`config.mk`:
```
export PLATFORM = sky130hd
export DESIGN_NAME = audio_serializer_fifo
export DESIGN_NICKNAME = d
export VERILOG_FILES = /design/src/rtl/audio_serializer_fifo.sv
export SDC_FILE = /design/constraint.sdc
export NUM_CORES = 1
export LEC_CHECK = 0
export CELL_PAD_IN_SITES_DETAIL_PLACEMENT = 0
export CELL_PAD_IN_SITES_GLOBAL_PLACEMENT = 1
export CORE_UTILIZATION = 45
export CTS_CLUSTER_SIZE = 30
export DETAILED_ROUTE_END_ITERATION = 12
export GPL_TIMING_DRIVEN = 0
export PLACE_DENSITY = 0.87
export SLEW_MARGIN = 20
export SYNTH_ARGS = -nofsm -noshare
export SYNTH_HDL_FRONTEND = slang
export SYNTH_SLANG_ARGS = --single-unit
```
`constraint.sdc`:
```
create_clock -name clock -period 2.8 [get_ports clock]
set_input_delay 0.28 -clock clock [delete_from_list [all_inputs] [get_ports clock]]
set_output_delay 0.28 -clock clock [all_outputs]
set_load 0.01 [all_outputs]
```
`src/rtl/audio_serializer_fifo.sv`:
```
// Buffered audio serializer: a small FIFO of parallel sample words shifted out on audio_data,
// each bit held BIT_CYCLES clocks. Optional macro REPEAT_LAST_EN replays the last word on underrun.
module audio_serializer_fifo #(
    parameter int DATA_WIDTH = 16,
    parameter int BIT_CYCLES = 4,
    parameter int FIFO_DEPTH = 4
) (
    input  logic                  clock,
    input  logic                  reset_n,
    input  logic                  enable,
    input  logic                  lsb_first,
    input  logic [DATA_WIDTH-1:0] data_in,
    input  logic                  data_valid,
    output logic                  data_ready,
    output logic                  done,
    output logic                  underrun,
    output logic                  audio_data,
    output logic                  audio_enable
);

    localparam int PTR_W = $clog2(FIFO_DEPTH);
    localparam int CNT_W = PTR_W + 1;
    localparam int DIV_W = $clog2(BIT_CYCLES < 2 ? 2 : BIT_CYCLES);
    localparam int BIT_W = $clog2(DATA_WIDTH);

    localparam logic [CNT_W-1:0] DEPTH_C  = CNT_W'(FIFO_DEPTH);
    localparam logic [CNT_W-1:0] CNT_ONE  = CNT_W'(1);
    localparam logic [PTR_W-1:0] PTR_ONE  = PTR_W'(1);
    localparam logic [DIV_W-1:0] DIV_LAST = DIV_W'(BIT_CYCLES - 1);
    localparam logic [DIV_W-1:0] DIV_ONE  = DIV_W'(1);
    localparam logic [BIT_W-1:0] BIT_LAST = BIT_W'(DATA_WIDTH - 1);
    localparam logic [BIT_W-1:0] BIT_ONE  = BIT_W'(1);

    typedef enum logic {
        IDLE,
        SHIFT
    } state_t;

    logic [DATA_WIDTH-1:0] mem_q [FIFO_DEPTH];
    logic [PTR_W-1:0]      wr_ptr_q, rd_ptr_q;
    logic [CNT_W-1:0]      count_q, count_d;
    logic [DATA_WIDTH-1:0] head;
    logic                  full, empty, push, pop;

    state_t                state_q, state_d;
    logic [DATA_WIDTH-1:0] shreg_q, shreg_d;
    logic                  lsb_q, lsb_d;
    logic [BIT_W-1:0]      bit_cnt_q, bit_cnt_d;
    logic [DIV_W-1:0]      div_cnt_q, div_cnt_d;
    logic                  audio_q, audio_d;
    logic                  done_q, done_d;
    logic                  underrun_q, underrun_d;
    logic                  audio_en_q;

    // Position idx in transmission order, mapped onto the word according to bit order.
    function automatic logic sel_bit(input logic [DATA_WIDTH-1:0] w, input logic lsb,
                                     input logic [BIT_W-1:0] idx);
        logic [BIT_W-1:0] msb_idx;
        msb_idx = BIT_LAST - idx;
        return lsb ? w[idx] : w[msb_idx];
    endfunction

    assign head  = mem_q[rd_ptr_q];
    assign full  = (count_q == DEPTH_C);
    assign empty = (count_q == '0);
    assign push  = data_valid & ~full;

    always_comb begin
        count_d = count_q;
        case ({push, pop})
            2'b10:   count_d = count_q + CNT_ONE;
            2'b01:   count_d = count_q - CNT_ONE;
            default: count_d = count_q;
        endcase
    end

    always_ff @(posedge clock) begin
        if (!reset_n) begin
            wr_ptr_q <= '0;
            rd_ptr_q <= '0;
            count_q  <= '0;
        end else begin
            if (push) wr_ptr_q <= wr_ptr_q + PTR_ONE;
            if (pop)  rd_ptr_q <= rd_ptr_q + PTR_ONE;
            count_q <= count_d;
        end
    end

    always_ff @(posedge clock) begin
        if (push) mem_q[wr_ptr_q] <= data_in;
        shreg_q <= shreg_d;
    end

    always_comb begin
        state_d    = state_q;
        shreg_d    = shreg_q;
        lsb_d      = lsb_q;
        bit_cnt_d  = bit_cnt_q;
        div_cnt_d  = div_cnt_q;
        audio_d    = 1'b0;
        done_d     = 1'b0;
        underrun_d = 1'b0;
        pop        = 1'b0;
        case (state_q)
            IDLE: begin
                if (enable && !empty) begin
                    pop       = 1'b1;
                    shreg_d   = head;
                    lsb_d     = lsb_first;
                    bit_cnt_d = '0;
                    div_cnt_d = '0;
                    audio_d   = sel_bit(head, lsb_first, '0);
                    state_d   = SHIFT;
                end
            end
            SHIFT: begin
                if (!enable) begin
                    state_d = IDLE;
                end else if (div_cnt_q != DIV_LAST) begin
                    div_cnt_d = div_cnt_q + DIV_ONE;
                    audio_d   = audio_q;
                end else if (bit_cnt_q != BIT_LAST) begin
                    div_cnt_d = '0;
                    bit_cnt_d = bit_cnt_q + BIT_ONE;
                    audio_d   = sel_bit(shreg_q, lsb_q, bit_cnt_q + BIT_ONE);
                end else begin
                    // Word boundary: chain straight into the next word when one is queued.
                    div_cnt_d = '0;
                    bit_cnt_d = '0;
                    done_d    = 1'b1;
                    if (!empty) begin
                        pop     = 1'b1;
                        shreg_d = head;
                        lsb_d   = lsb_first;
                        audio_d = sel_bit(head, lsb_first, '0);
                    end else begin
                        underrun_d = 1'b1;
`ifdef REPEAT_LAST_EN
                        audio_d = sel_bit(shreg_q, lsb_q, '0);
`else
                        state_d = IDLE;
`endif
                    end
                end
            end
            default: state_d = IDLE;
        endcase
    end

    always_ff @(posedge clock) begin
        if (!reset_n) begin
            state_q    <= IDLE;
            lsb_q      <= 1'b0;
            bit_cnt_q  <= '0;
            div_cnt_q  <= '0;
            audio_q    <= 1'b0;
            done_q     <= 1'b0;
            underrun_q <= 1'b0;
            audio_en_q <= 1'b0;
        end else begin
            state_q    <= state_d;
            lsb_q      <= lsb_d;
            bit_cnt_q  <= bit_cnt_d;
            div_cnt_q  <= div_cnt_d;
            audio_q    <= audio_d;
            done_q     <= done_d;
            underrun_q <= underrun_d;
            audio_en_q <= enable;
        end
    end

    assign data_ready   = ~full;
    assign done         = done_q;
    assign underrun     = underrun_q;
    assign audio_data   = audio_q;
    assign audio_enable = audio_en_q;

endmodule

```
Word level (Yosys, flattened, before mapping)
Memory sizes are Yosys's and may differ from the RTL's. A register that Yosys moved wholly into a read port is not among the register bits.
Cells that the tools add are included.

storage, ports and cells
  register bits after elaboration = 35
  bits in writable memories = 64
  input port bits = 21
  output and inout port bits = 5
  word-level logic and storage cells = 97
  memories kept = 1

memories
  memory  words  width  rd ports  clocked after memory_dff  write ports  line  text
  mem_q   4      16     1         1                         1            39    logic [DATA_WIDTH-1:0] mem_q [FIFO_DEPTH];

cells by class
  add/subtract/negate cells = 7
  order comparisons = 2
  equal/unequal tests = 11
  mux-type cells = 50
  bitwise gates (word level) = 5
  reductions and logical operators = 9

operator list
  operator                                                               number
  16-bit 2-to-1 mux                                                      5
  16-bit case mux with 2 select lines                                    1
  1-bit 2-to-1 mux                                                       26
  4-bit 2-to-1 mux                                                       4
  2-bit != test (second input constant)                                  6
  4-bit by 5-bit < comparator with 1-bit output (second input constant)  2
  2-bit 2-to-1 mux                                                       5
  1-bit binary-select mux with 4-bit select                              2
  1-bit case mux with 2 select lines                                     4
  4-bit case mux with 2 select lines                                     1
  2-bit by 1-bit adder with 2-bit output (second input constant)         3
  3-bit case mux with 2 select lines                                     1
  5-bit AND reduction                                                    1
  5-bit OR reduction                                                     1
  4-bit by 1-bit adder with 4-bit output (second input constant)         1
  4-bit != test (second input constant)                                  1
  1-bit inverter                                                         4
  2-bit case mux with 2 select lines                                     1
  4-bit OR reduction                                                     1
  4-bit subtractor (first input constant)                                1
  3-bit by 1-bit adder with 3-bit output (second input constant)         1
  3-bit equality test (second input constant)                            1
  3-bit logical NOT                                                      1
  3-bit != test (second input constant)                                  1
  other kinds (9)                                                        9

Logic depth before layout (Yosys ltp)
Gate-level depths: netlist (run 1).

  depth in word-level cells = 9
  mapped depth = 10
  gate-level depth less buffers = 10

Least setup slack after synthesis (run 1)
No wires, ideal clock.

  kind = reg2reg
  start point = reg bit_cnt_q[1]
  end point = reg with a tool-made name
  setup time = 0.118 ns
  arrival = 2.933 ns
  required time = 2.682 ns
  slack = -0.251 ns
  cell stages (with the launch flop) = 8
  path buffers = 1
  period minus slack after synthesis = 3.051 ns
  cell sequence = dfxtp_1 ha_1 buf_2 nand4_1 a211oi_1 nand2_1 xnor2_1 and2_1

RTL lines
  what                    line  text
  from (decl)             48    logic [BIT_W-1:0] bit_cnt_q, bit_cnt_d;
  from (signal assigned)  163   bit_cnt_q <= bit_cnt_d;

Final worst setup path (run 1)
  start point = reg bit_cnt_q[1]
  end point = reg count_q[2]

between the ends
  longest elaborated chain between the ends = 7
  elaborated cells between the ends (all ways) = 9
  those cells by class = eq/ne: 3; mux: 5; reduce/logical: 1

ends and longest elaborated chain
  what                                                                                          line  text
  4-bit != test *                                                                               122   end else if (bit_cnt_q != BIT_LAST) begin
  1-bit 2-to-1 mux *                                                                            122
  1-bit 2-to-1 mux *                                                                            119   end else if (div_cnt_q != DIV_LAST) begin
  1-bit 2-to-1 mux *                                                                            117   if (!enable) begin
  1-bit case mux with 2 select lines *                                                          104   case (state_q)
  2-bit by 1-bit equality test with 1-bit output / 2-bit equality test (equally long branches)  70    case ({push, pop})
  3-bit case mux with 2 select lines / 2-bit nonzero test (equally long branches)               n/a
  to (signal assigned)                                                                          85    count_q <= count_d;
  to (decl)                                                                                     41    logic [CNT_W-1:0] count_q, count_d;

Mark *: on every way between the ends. The rest lies on a longest branch, timed or not.
A chain may end at the register's enable or synchronous reset.

==> flow_metrics.py, run 1 <==
metrics = {
    "final_layout": {
        "final_cell_count_no_fill": 393,
        "finalInstanceArea_mm2": 0.00477,
        "fillerInstances": 701,
        "diodes": 0,
        "post-route-util_pct": 54.2,
        "nets": 309,
        "layout-drive-gt1-share_pct": 16.8,
        "syn_to_final_growth_pct": 15.1,
    },
    "clock_network": {
        "tritoncts": "done",
        "cts_root_buf": "clkbuf_8",
        "cts_max_level": 3,
        "clkLatencyLatePin_ns": 0.36,
        "cts_buffer_depth": 2,
        "clk_pin_slew_ns": 0.11,
        "cts-buffers-inserted": 9,
        "cts_hold_repair.buffers": 0,
        "cts.sinks": 101,
    },
    "floorplanning": {
        "initial_utilization_pct": 47.1,
        "core_area_mm2": 0.00881,
        "die_h_um": 98.0,
        "fp.dieArea_mm2": 0.00960,
        "die_width_um": 98.0,
        "ios": 26,
        "row_count": 34,
    },
    "routing": {
        "wl_per_cell_um": 16.9,
        "routed_wl_mm": 6.64,
        "via_per_inst": 5.40,
        "drtIter0Drc": 78,
        "vias": 2122,
        "drc": 2,
        "ant_nets": 0,
        "drt_first_pass_iters": 8,
    },
    "sta": {
        "fmax_ghz": 0.388,
        "hold_ws_ns": 0.300,
        "setup_viol_count_final": 0,
        "fin_setup_tns_ns": 0,
        "hold_viol": 0,
        "finClkSkew_ns": 0.0196,
        "slew_violations": 0,
        "relSlewSlack_pct": 35.2,
        "max_slew.worst_pin.slew_ns": 0.968,
        "fin_crit_ns": 2.58,
        "finalCritPeriodShare_pct": 92.1,
    },
    "synth": {
        "synth.most_common_cell": "edfxtp_1",
        "yosysTopAreaCellShare_pct": 58.0,
        "synth_top_cell_by_area": "edfxtp_1",
        "synthTopCellsByArea": "edfxtp_1 (58%), mux4_2 (11%), dfxtp_1 (10%)",
        "synth_area_mm2": 0.00415,
        "ys_ff_latch": 101,
        "avgSynthCellArea_um2": 17.0,
        "synth-main-ff-cell": "edfxtp_1",
        "synthArstFlopShare_pct": 0,
        "synth_edf_count": 80,
        "yosys_warnings": 0,
        "synthCells": 244,
        "netlist_top_cells_count": "edfxtp_1 (80), dfxtp_1 (21), mux4_2 (21)",
        "synth_cell_types": 38,
        "synthesis.nets": 273,
        "yosysSeqAreaShare_pct": 68.1,
    },
    "power": {
        "power_switching_mw": 1.05,
        "pwr-share-comb_pct": 21.5,
        "swShare_pct": 27.8,
        "pwr-share-clk_pct": 26.1,
        "p_leak_nw": 1.58,
        "p_per_area_mw_per_mm2": 794,
        "seqPwrFrac_pct": 52.4,
        "power.internal_mw": 2.74,
        "ir_drop_uv": 426,
    },
    "worst_hold_path": {
        "min-delay-start": "enable",
        "holdPathStages": 3,
        "hp-class": "in2reg",
        "hold_end": "bit_cnt_q[3]$_SDFFE_PN0P_",
    },
    "setup_path": {
        "crit_arrival_ns": 2.88,
        "cp_max_fo": 7,
        "r2r_start": "bit_cnt_q[1]$_SDFFE_PN0P_",
        "criticalPathCategory": "reg2reg",
        "ff2ff_path_depth": 10,
        "r2r_end": "count_q[2]$_SDFFE_PN0P_",
        "cp.required_ns": 3.10,
        "critPathLaunchType": "flop",
        "end_kind": "flop",
        "r2r_setup_slack_ns": 0.22,
    },
    "job": {
        "maxCapViolCount": 0,
    },
    "place": {
        "gp_congestion": 0.728,
        "place.port_buffers": 24,
        "post-dp-hpwl_mm": 4.44,
        "dp_cells": 376,
        "place_area_mm2": 0.00453,
    },
    "global_routing": {
        "grt_pass1_wl_mm": 10.8,
        "grt_max_degree": 21,
        "track_usage_pct": 15.2,
        "antenna_found_initial": 0,
        "grt.overflow.total": 0,
        "grt_pass1_vias": 2085,
    },
    "status": {
        "violations": "design-rule violations",
        "outcome": "finished, violations left",
    },
}
-- cells in the final DEF, fill, tap and decap left out, types with 3 or more instances in the layout --
cell type / instances
mux2i_1: 5
dfxtp_1: 21
nor3_1: 5
ha_1: 7
mux4_2: 21
nand4_1: 3
clkbuf_8: 9
and2_1: 10
nor2_1: 7
nand3_1: 6
mux4_1: 3
nand2_1: 10
clkdlybuf4s50_1: 24
inv_1: 10
a21boi_0: 3
edfxtp_1: 80
xnor2_1: 3
nor2b_1: 5
o21ai_0: 7
and3_1: 5
clkbuf_1: 6
-- registers in the layout, summed over array words and instances, names as in the netlist, named ones only --
register and flops:
lsb_q 1, state_q 1, audio_data 1, underrun 1, wr_ptr_q 2, bit_cnt_q 4
audio_enable 1, shreg_q 16, rd_ptr_q 2, mem_q 64, count_q 3, div_cnt_q 2
done 1
-- cell type report --
class                           instances  area, µm²  share of cell area, %
Clock buffer                            9        124                   2.60
Timing Repair Buffer                   25        248                   5.19
Inverter                               10       37.5                  0.787
Tap cell                              108        135                   2.83
Sequential cell                       101       2820                   59.2
Buffer                                 11       55.1                   1.15
Clock inverter                          7        103                   2.15
Multi-Input combinational cell        122       1250                   26.1
-- power by group through the flow --
| stage | clock (mW) | sequential [mW] | combinational, mW |
|---|---|---|---|
| global placement | 0 | 2.01 | 0.789 |
| detailed placement | 0 | 2.02 | 0.827 |
| global route | 1.08 | 2.01 | 0.907 |
| floorplan | 0 | 1.98 | 0.615 |
| CTS | 1.02 | 1.99 | 0.832 |
| finish | 0.989 | 1.99 | 0.817 |
-- stage by stage --
step	total power [mW]	setup slack, ns
CTS	3.84	0.0756
global route	3.99	-0.0181
detailed placement	2.84	0.0889
global placement	2.79	-0.0357
floorplan	2.60	0.421
finish	3.79	0.222
-- repair_timing --
item	4_1_cts	5_1_grt
setup buffers	0	1
endpoints found under the setup margin	0	1
gates resized for setup	0	1
-- critical path, cell delays in order (launching register included) --
cell and delay [ns]:
dfxtp_1 0.41, ha_1 0.16, buf_2 0.19, nand4_1 0.19, a211oi_2 0.29, ha_1 0.22, inv_1 0.06, fa_1 0.37
xor2_1 0.15, or3_1 0.31, a21boi_0 0.16
-- routing by layer --
metal / routed length (µm) / vias to the layer above / global-route usage, %
met1: 3080 / 1046 / 19.8
met4: 128 / 0 / 5.59
li1: - / 1026 / -
met3: 237 / 10 / 4.80
met5: 0 / - / 0
met2: 3200 / 40 / 24.1
-- worst max-delay path by stage --
| stage | start | end | slack (ns) |
|---|---|---|---|
| after detailed placement | bit_cnt_q[1]$_SDFFE_PN0P_ | count_q[2]$_SDFFE_PN0P_ | 0.09 |
| after CTS | bit_cnt_q[1]$_SDFFE_PN0P_ | count_q[2]$_SDFFE_PN0P_ | 0.08 |
| after floorplan | bit_cnt_q[1]$_SDFFE_PN0P_ | flop | 0.42 |
| after global routing | bit_cnt_q[1]$_SDFFE_PN0P_ | count_q[2]$_SDFFE_PN0P_ | -0.02 |
| after global placement | bit_cnt_q[1]$_SDFFE_PN0P_ | flop | -0.04 |
| final | bit_cnt_q[1]$_SDFFE_PN0P_ | count_q[2]$_SDFFE_PN0P_ | 0.22 |
-- cell families (layout without fill, tap and decap cells) --
family | count (synthesis) | count (layout) | share of synthesized area, %
flip-flops | 101 | 101 | 68.1
AND/OR/NAND/NOR | 53 | 53 | 6.67
multiplexers | 31 | 31 | 15.2
AO/OA/AOI/OAI | 24 | 24 | 3.80
buffers and inverters | 21 | 62 | 2.23
adder cells (fa/ha/maj) | 8 | 8 | 2.60
XOR/XNOR | 6 | 6 | 1.45
(Power assumes the default switching activity.)
==> run 2, diff against run 1 <==
--- a/config.mk
+++ b/config.mk
@@ -7,11 +7,11 @@
 export LEC_CHECK = 0
 export CELL_PAD_IN_SITES_DETAIL_PLACEMENT = 0
 export CELL_PAD_IN_SITES_GLOBAL_PLACEMENT = 1
-export CORE_UTILIZATION = 45
+export CORE_UTILIZATION = 40
 export CTS_CLUSTER_SIZE = 30
 export DETAILED_ROUTE_END_ITERATION = 12
 export GPL_TIMING_DRIVEN = 0
-export PLACE_DENSITY = 0.87
+export PLACE_DENSITY = 0.8
 export SLEW_MARGIN = 20
 export SYNTH_ARGS = -nofsm -noshare
 export SYNTH_HDL_FRONTEND = slang
==> flow_metrics.py, run 2 (synthesis gave the netlist of run 1 again) <==
metrics = {
    "place": {
        "post-dp-hpwl_mm": 4.32,
        "place.port_buffers": 24,
        "dp_cells": 402,
        "gp_congestion": 0.744,
        "place_area_mm2": 0.00458,
        "pre_cts_ws_ns": 0.0798,
    },
    "routing": {
        "drtIter0Drc": 82,
        "drt_first_pass_iters": 4,
        "vias": 2112,
        "routed_wl_mm": 6.50,
        "via_per_inst": 5.03,
        "ant_nets": 0,
        "drc": 0,
        "wl_per_cell_um": 15.5,
    },
    "power": {
        "finalPower_mw": 3.86,
        "p_per_area_mw_per_mm2": 798,
        "p_leak_nw": 1.59,
        "ir_drop_uv": 392,
    },
    "clock_network": {
        "cts_max_level": 3,
        "clkLatencyLatePin_ns": 0.36,
        "cts_buffer_depth": 2,
        "tritoncts": "done",
        "cts_hold_repair.buffers": 0,
        "cts-buffers-inserted": 9,
        "clk_pin_slew_ns": 0.11,
        "cts_root_buf": "clkbuf_8",
        "cts.sinks": 101,
    },
    "final_layout": {
        "seq_area_mm2": 0.00282,
        "fillerInstances": 838,
        "largest_reg_flops": 64,
        "final_cell_count_no_fill": 420,
        "post-route-util_pct": 48.8,
        "largest_registers": "mem_q x64, shreg_q x16, bit_cnt_q x4",
        "multi_input_area_mm2": 0.00125,
        "final_common_cell": "edfxtp_1",
        "layout-drive-gt1-share_pct": 17.4,
        "diodes": 0,
        "top_register": "mem_q",
        "nets": 311,
        "layout_common_cells": "edfxtp_1 (80), clkdlybuf4s50_1 (24), mux4_2 (21), dfxtp_1 (21)",
        "finalInstanceArea_mm2": 0.00483,
        "syn_to_final_growth_pct": 16.6,
    },
    "floorplanning": {
        "core_area_mm2": 0.00991,
        "ios": 26,
        "die_width_um": 104,
        "fp.dieArea_mm2": 0.0108,
        "die_h_um": 104,
        "initial_utilization_pct": 41.8,
        "row_count": 36,
    },
    "sta": {
        "finClkSkew_ns": 0.0143,
        "max_slew.worst_pin.slew_ns": 0.871,
        "rsz0062_at_grt": "false",
        "setup_viol_count_final": 0,
        "fin_ws_ns": 0.251,
        "hold_ws_ns": 0.334,
        "relSlewSlack_pct": 41.9,
        "finalCritPeriodShare_pct": 91.0,
        "fmax_ghz": 0.392,
        "slew_violations": 0,
        "hold_viol": 0,
        "fin_crit_ns": 2.55,
        "fin_setup_tns_ns": 0,
    },
    "worst_hold_path": {
        "hp-class": "in2reg",
    },
    "job": {
        "maxCapViolCount": 0,
    },
    "setup_path": {
        "cp.required_ns": 3.10,
        "criticalPathCategory": "reg2reg",
        "end_kind": "flop",
        "crit_arrival_ns": 2.85,
        "worst_path_largest_cell_delay_ns": 0.41,
        "path_cells": "ha_1, buf_2, nand4_1, a211oi_2, ha_1, inv_1, fa_1, xor2_1, or3_1, a21boi_0",
        "critPathLaunchType": "flop",
        "cp_max_fo": 7,
        "cpMaxStageDelayCell": "dfxtp_1",
        "crit_top_cell": "ha_1",
    },
    "global_routing": {
        "grt.overflow.total": 0,
        "grt_pass1_wl_mm": 10.8,
        "antenna_found_initial": 0,
        "grt_pass1_vias": 2087,
        "track_usage_pct": 13.2,
        "grt_max_degree": 20,
    },
    "status": {
        "outcome": "complete, no violations",
    },
}
## run 2: changes by cell type in the layout (fill, tap and decap cells not counted), sizes merged
cell / previous run / this run
buf: 6 / 8
clkinv: 4 / 1
inv: 12 / 13
clkinvlp: 0 / 1
bufinv: 1 / 2
## run 2: metal layers
| metal | global-route usage, % | wire [µm] | vias to the layer above |
|---|---|---|---|
| met3 | 4.34 | 180 | 6 |
| met1 | 16.6 | 3000 | 1050 |
| li1 | - | - | 1024 |
| met2 | 21.7 | 3250 | 32 |
| met4 | 4.29 | 65 | 0 |
| met5 | 0 | 0 | - |
## run 2: power breakdown
group | internal [mW] | switching, mW
Clock | 0.526 | 0.529
Sequential | 1.89 | 0.0964
Combinational | 0.416 | 0.407
## run 2: final cells by class
class / instances / area share, %
flip-flops and latches: 101 / 58.4
multi-input cells: 122 / 25.8
repair buffers: 27 / 5.51
well taps: 133 / 3.44
clock buffers: 9 / 2.56
clock inverters: 7 / 2.38
plain buffers: 11 / 1.14
inverters: 10 / 0.776
## run 2: worst paths after layout
check	end	start	depth (start not counted)	slack (ns)
worst min-delay path	bit_cnt_q[3]$_SDFFE_PN0P_	enable	3	0.33
worst max-delay path	count_q[2]$_SDFFE_PN0P_	bit_cnt_q[1]$_SDFFE_PN0P_	10	0.25
worst max register to register	count_q[2]$_SDFFE_PN0P_	bit_cnt_q[1]$_SDFFE_PN0P_	10	0.25
worst min register to register	wr_ptr_q[1]$_SDFFE_PN0P_	wr_ptr_q[1]$_SDFFE_PN0P_	2	0.53
## run 2: critical path: cells and delay by family, from the launching register on
family | cells | cell delay [ns]
adders and majority gates | 3 | 0.75
and+or+nand+nor | 2 | 0.51
AOI/OAI and AO/OA | 2 | 0.44
DFF | 1 | 0.41
buffers and inverters | 2 | 0.24
xor gates and xnor gates | 1 | 0.16
## run 2: timing repair
item | 4_1_cts | 5_1_grt
setup buffers | 0 | 2
gates resized for setup | 0 | 1
setup endpoints to repair | 0 | 1
==> run 3, diff against run 2 <==
--- a/config.mk
+++ b/config.mk
@@ -8,6 +8,7 @@
 export CELL_PAD_IN_SITES_DETAIL_PLACEMENT = 0
 export CELL_PAD_IN_SITES_GLOBAL_PLACEMENT = 1
 export CORE_UTILIZATION = 40
+export CTS_BUF_LIST = sky130_fd_sc_hd__clkbuf_4 sky130_fd_sc_hd__clkbuf_8
 export CTS_CLUSTER_SIZE = 30
 export DETAILED_ROUTE_END_ITERATION = 12
 export GPL_TIMING_DRIVEN = 0
==> results of run 3 <==
Final layout, timing and power as in run 2 (identical DEF).
